[src/rtl/handshake_ctrl_rr_arbiter_pkg.sv]
// Shared constants and helpers for the handshake arbiter family.
package handshake_pkg;

  localparam logic RST_ASSERTED = 1'b0;

  // Index width needed to name n items, never less than one bit.
  function automatic int clog2_min1(input int n);
    int r;
    r = 0;
    while ((1 << r) < n) r++;
    return (r < 1) ? 1 : r;
  endfunction

endpackage

[src/rtl/handshake_ctrl_rr_arbiter_if.sv]
// Bundle of per-requester valid/ready lines and the indexed output token channel.
interface handshake_ctrl_rr_arbiter_if #(
  parameter int NUM_INPUTS  = 4,
  parameter int INDEX_WIDTH = 2
);

  logic [NUM_INPUTS-1:0]  ins_valid;
  logic [NUM_INPUTS-1:0]  ins_ready;
  logic [INDEX_WIDTH-1:0] outs;
  logic                   outs_valid;
  logic                   outs_ready;

  // master: requesters plus the downstream consumer; slave: the arbiter itself
  modport master (
    output ins_valid,
    output outs_ready,
    input  ins_ready,
    input  outs,
    input  outs_valid
  );

  modport slave (
    input  ins_valid,
    input  outs_ready,
    output ins_ready,
    output outs,
    output outs_valid
  );

endinterface

[src/rtl/handshake_ctrl_rr_arbiter_picker.sv]
// Combinational round-robin pick: first set request at or after ptr, wrapping.
// Zero latency; no state, so no backpressure of its own.
module handshake_rr_picker #(
  parameter int NUM_INPUTS  = 4,
  parameter int INDEX_WIDTH = 2
) (
  input  logic [NUM_INPUTS-1:0]  req,
  input  logic [INDEX_WIDTH-1:0] ptr,
  output logic                   any,
  output logic [INDEX_WIDTH-1:0] winner,
  output logic [NUM_INPUTS-1:0]  grant
);

  always_comb begin
    int idx;
    any    = 1'b0;
    winner = '0;
    grant  = '0;
    for (int k = 0; k < NUM_INPUTS; k++) begin
      idx = int'(ptr) + k;
      if (idx >= NUM_INPUTS) idx = idx - NUM_INPUTS;
      if (!any && req[idx]) begin
        any        = 1'b1;
        winner     = INDEX_WIDTH'(idx);
        grant[idx] = 1'b1;
      end
    end
  end

endmodule

[src/rtl/handshake_ctrl_rr_arbiter.sv]
// Round-robin arbiter feeding a one-slot registered index token; 1-cycle latency.
// Accepts whenever the slot is empty or draining this cycle (outs_ready -> ins_ready is combinational).
module handshake_ctrl_rr_arbiter
  import handshake_pkg::*;
#(
  parameter int NUM_INPUTS  = 4,
  parameter int INDEX_WIDTH = 2
) (
  input  logic                          clk,
  input  logic                          rst,
  handshake_ctrl_rr_arbiter_if.slave    bus
);

  if (NUM_INPUTS < 1 || INDEX_WIDTH < clog2_min1(NUM_INPUTS)) begin : g_bad_params
    $error("INDEX_WIDTH too narrow for NUM_INPUTS");
  end

  logic [INDEX_WIDTH-1:0] ptr;
  logic [INDEX_WIDTH-1:0] ptr_nxt;
  logic [INDEX_WIDTH-1:0] winner;
  logic [INDEX_WIDTH-1:0] slot_idx;
  logic [NUM_INPUTS-1:0]  grant;
  logic                   any;
  logic                   slot_vld;
  logic                   can_accept;
  logic                   take;
  logic                   in_reset;

  handshake_rr_picker #(
    .NUM_INPUTS  (NUM_INPUTS),
    .INDEX_WIDTH (INDEX_WIDTH)
  ) u_picker (
    .req    (bus.ins_valid),
    .ptr    (ptr),
    .any    (any),
    .winner (winner),
    .grant  (grant)
  );

  assign in_reset   = (rst == RST_ASSERTED);
  assign can_accept = !slot_vld || bus.outs_ready;
  assign take       = can_accept && any && !in_reset;

  assign bus.ins_ready  = take ? grant : '0;
  assign bus.outs       = slot_idx;
  assign bus.outs_valid = slot_vld;

  // Pointer lands just past the winner, wrapping at NUM_INPUTS rather than 2**INDEX_WIDTH.
  always_comb begin
    ptr_nxt = '0;
    if (int'(winner) != NUM_INPUTS - 1) ptr_nxt = winner + 1'b1;
  end

  always_ff @(posedge clk or negedge rst) begin
    if (!rst) begin
      slot_vld <= 1'b0;
      slot_idx <= '0;
      ptr      <= '0;
    end else if (take) begin
      slot_vld <= 1'b1;
      slot_idx <= winner;
      ptr      <= ptr_nxt;
    end else if (bus.outs_ready) begin
      slot_vld <= 1'b0;
    end
  end

endmodule
[src/flat_wrapper.sv]
// flat-port wrapper written by rule: the top's interface ports become plain ports
module handshake_ctrl_rr_arbiter_flat import handshake_pkg::*;
#(
  parameter int NUM_INPUTS  = 4,
  parameter int INDEX_WIDTH = 2
)
  (clk, rst, bus_ins_valid, bus_outs_ready, bus_ins_ready, bus_outs, bus_outs_valid);
  handshake_ctrl_rr_arbiter_if #(.NUM_INPUTS(NUM_INPUTS), .INDEX_WIDTH(INDEX_WIDTH)) bus_i ();
  input  logic clk;
  input  logic rst;
  input wire logic [$bits(bus_i.ins_valid)-1:0] bus_ins_valid;
  input wire logic [$bits(bus_i.outs_ready)-1:0] bus_outs_ready;
  output wire logic [$bits(bus_i.ins_ready)-1:0] bus_ins_ready;
  output wire logic [$bits(bus_i.outs)-1:0] bus_outs;
  output wire logic [$bits(bus_i.outs_valid)-1:0] bus_outs_valid;
  assign bus_i.ins_valid = bus_ins_valid;
  assign bus_i.outs_ready = bus_outs_ready;
  assign bus_ins_ready = bus_i.ins_ready;
  assign bus_outs = bus_i.outs;
  assign bus_outs_valid = bus_i.outs_valid;
  handshake_ctrl_rr_arbiter #(.NUM_INPUTS(NUM_INPUTS), .INDEX_WIDTH(INDEX_WIDTH)) u_core (.clk(clk), .rst(rst), .bus(bus_i));
endmodule
[config.mk]
export PLATFORM = sky130hd
export DESIGN_NAME = handshake_ctrl_rr_arbiter_flat
export DESIGN_NICKNAME = d
export VERILOG_FILES = /design/src/rtl/handshake_ctrl_rr_arbiter_pkg.sv /design/src/rtl/handshake_ctrl_rr_arbiter_if.sv /design/src/rtl/handshake_ctrl_rr_arbiter_picker.sv /design/src/rtl/handshake_ctrl_rr_arbiter.sv /design/src/flat_wrapper.sv
export SDC_FILE = /design/constraint.sdc
export NUM_CORES = 1
export LEC_CHECK = 0
export ABC_AREA = 1
export CELL_PAD_IN_SITES_DETAIL_PLACEMENT = 0
export CELL_PAD_IN_SITES_GLOBAL_PLACEMENT = 2
export CORE_AREA = 2 2 58 60
export DETAILED_ROUTE_END_ITERATION = 6
export DIE_AREA = 0 0 60 62
export GPL_ROUTABILITY_DRIVEN = 0
export PLACE_DENSITY_LB_ADDON = 0.1
export SYNTH_ARGS = -nofsm -noshare
export SYNTH_HDL_FRONTEND = slang
export SYNTH_SLANG_ARGS = --single-unit
[constraint.sdc]
create_clock -name clk -period 2.4 [get_ports clk]
set_clock_uncertainty 0.1 [all_clocks]
set_input_delay 0.6 -clock clk [delete_from_list [all_inputs] [get_ports clk]]
set_output_delay 0.6 -clock clk [all_outputs]
set_load 0.01 [all_outputs]
==> flow_summary_export.csv <==
group,metric,value,unit
final_layout,diodes,0,
timing,slew_viol_final,0,
power_and_ir_drop,leakage,0.665,nW
power_and_ir_drop,combPwrFrac,88.0,%
synthesis,yosysWarnings,0,
critical_path,critPathMaxFanout,5,
synthesis,synth_xor_area_share,0,%
final_layout,most-common-layout-cells,"buf_4 (29), nand2_1 (21), nand2_2 (15)",
floorplanning,start_util,22.2,%
synthesis,yosys.area_share.simple,55.6,%
cts,clk_transition_reported_paths,50,ps
floorplanning,coreArea,0.00318,mm²
synthesis,synth_top_family_by_area,"simple AND/OR/NAND/NOR gates",
synthesis,synth.lib_cells_used.distinct,19,
synthesis,synth-compound-area-share,10.1,%
floorplanning,dieWidth,60,µm
hold_path,hold_path.class,"reg2reg",
power_and_ir_drop,seq_power_share,7.4,%
timing,setup_viol,4,
timing,rsz0062_at_grt,"true",
drt,wire_per_inst,10.5,µm
global_route,grt_pass1_wl,3310,µm
synthesis,syn_area,704,µm²
timing,tightest_slew,248,ps
power_and_ir_drop,switching_share,48.2,%
drt,drc,0,
floorplanning,die_h,62,µm
place,place_hpwl,1600,µm
critical_path,critPathMaxStageDelay,200,ps
critical_path,cp_slowest_cell,"clkdlybuf4s15_2",
synthesis,ys_ff_latch,5,
synthesis,yosysSeqAreaShare,17.8,%
critical_path,critPathLaunchType,"primary input",
place,io_buffer_count,13,
cts,cts_max_level,1,
cts,holdBufCountCts,0,
critical_path,crit_chain,"clkdlybuf4s15_2, inv_1, nand2_4, nand3_4, nand2_8, nor2_4, nand3_4, nand2_4, nor2_4, buf_6, o21ai_2, inv_1, buf_2",
critical_path,worst_ep_arrival_time,1870,ps
place,place_ws,-793,ps
timing,max_freq,389,MHz
cts,cts_buffers,3,
cts,clk_path_buf_depth,2,
synthesis,syn_inst,108,
flow_run,cap_violations,0,
run_status,failed_checks,"negative setup slack",
timing,final.min_clock_period,2570,ps
final_layout,nets,172,
critical_path,crit_path_end_kind,"output port",
cts,cts_tree,"yes",
timing,fin_tns_setup,-577,ps
final_layout,fillers,347,
synthesis,synth_mux_area_share,0,%
power_and_ir_drop,ir_drop,0.000601,V
final_layout,layout_commonest_cell,"buf_4",
power_and_ir_drop,switchingPower,1.03,mW
floorplanning,die-area,0.00372,mm²
run_status,status,"finished, violations left",
floorplanning,io_pins,14,
synthesis,avgSynthCellArea,6.52,µm²
global_route,antenna_found_initial,0,
power_and_ir_drop,cellInternalPower,1.10,mW
critical_path,cp.buffers_inverters,5,
timing,relSlewSlack,83.4,%
drt,drtIter0Drc,5,
drt,firstDrtPassIters,4,
cts,root_buffer,"clkbuf_4",
global_route,grt-ovfl-total,0,
timing,period_share,107,%
drt,antenna_left,0,
final_layout,drive_gt1_share,55.0,%
critical_path,cp.required,1700,ps
cts,cts.sinks,5,
synthesis,synthAdderAreaFrac,7.10,%
drt,routed_wl,2160,µm
power_and_ir_drop,power_frac_clock,4.6,%
global_route,grt_pass1_vias,787,
global_route,grt_max_degree,8,
timing,setup_ws,-171,ps
synthesis,syn_nets,119,
final_layout,area_delta_synth_final,83.1,%
global_route,grt_usage,11.5,%
drt,via_per_inst,4.17,
drt,num_vias,859,
timing,hold_viol_final,0,
cts,clkLatencyLatePin,240,ps
critical_path,cpLargestDelayFamily,"simple AND/OR/NAND/NOR gates",
critical_path,crit_type,"in2out",
floorplanning,rows,21,
power_and_ir_drop,power_density,1650,mW/mm²
==> power groups by stage <==
stage / logic, mW / registers [mW] / clock network, mW
final: 1.88 / 0.158 / 0.0976
after detailed placement: 1.39 / 0.153 / 0
after global placement: 1.39 / 0.153 / 0
after floorplan: 0.814 / 0.180 / 0
after CTS: 1.78 / 0.157 / 0.102
after global routing: 2.05 / 0.162 / 0.107
==> metrics by stage <==
stage / hold slack, ps / cells / cell area (µm²) / power [mW] / utilization [%]
2_1_floorplan: 204 / 108 / 706 / 0.994 / -
3_3_place_gp: 365 / 185 / 1030 / 1.54 / 32.3
3_5_place_dp: 381 / 185 / 1030 / 1.54 / 32.3
4_1_cts: 393 / 203 / 1240 / 2.04 / 38.9
5_1_grt: 425 / 206 / 1290 / 2.32 / 40.6
6_report: 392 / 206 / 1290 / 2.13 / 40.6
==> worst paths after layout <==
kind	startpoint	to	slack (ps)	cells past startpoint
setup / recovery	bus_ins_valid[2]	bus_ins_ready[3]	-170	13
hold / removal	u_core.bus.outs[1]	u_core.bus.outs[1]	390	2
setup reg to reg	flop	u_core.ptr[1]	180	18
hold reg to reg	u_core.bus.outs[1]	u_core.bus.outs[1]	390	2
max in group asynchronous	rst	async pin	1410	2
min in group asynchronous	rst	u_core.bus.outs[1]	660	2
==> layer usage <==
layer	part of all wire [%]	vias up	global-route usage, %
met5	0	-	0
met4	1.3	0	2.54
met3	2.0	2	0.207
met2	56	10	22.4
met1	41	399	14.1
li1	-	448	-
==> synth_stat cells <==
master / number / area [µm²]
nand3_2: 4 / 40.0
ha_1: 4 / 50.1
o211ai_1: 1 / 7.51
nand2_1: 33 / 124
nand4_1: 2 / 12.5
o21ai_0: 3 / 15.0
nor2_4: 3 / 33.8
nand2_2: 6 / 37.5
a21oi_2: 1 / 8.76
nand3_4: 1 / 17.5
o21ai_1: 2 / 10.0
inv_2: 1 / 3.75
inv_4: 1 / 6.26
nor2_1: 7 / 26.3
a22oi_1: 4 / 30.0
dfrtp_1: 5 / 125
nand2_4: 4 / 45.0
nand3_1: 11 / 55.1
inv_1: 15 / 56.3
==> tightest hold or removal path: stages, from the launching register on <==
cell,delay (ps)
dfrtp_1,340
nand2_1,50
o21ai_0,60
==> cell type report <==
cell class / count / area [µm²] / area share [%]
flip-flops and latches: 5 / 126 / 9.80
well taps: 46 / 57.6 / 4.46
clock buffers: 4 / 26.3 / 2.04
repair buffers: 48 / 402 / 31.1
inverters: 17 / 68.8 / 5.33
multi-input cells: 86 / 609 / 47.2
==> timing repair <==
item                                    in CTS  in global routing
endpoints found under the setup margin       4                  4
gates resized for setup                     50                 12
pin swaps                                   18                 11
setup buffers                               14                  3
==> kinds of logic after synthesis <==
logic type | Yosys count
compound gates | 11
buf+inv | 17
fa+ha+maj | 4
flops | 5
simple gates | 71
Note: power is estimated with default switching activity, not from simulation.
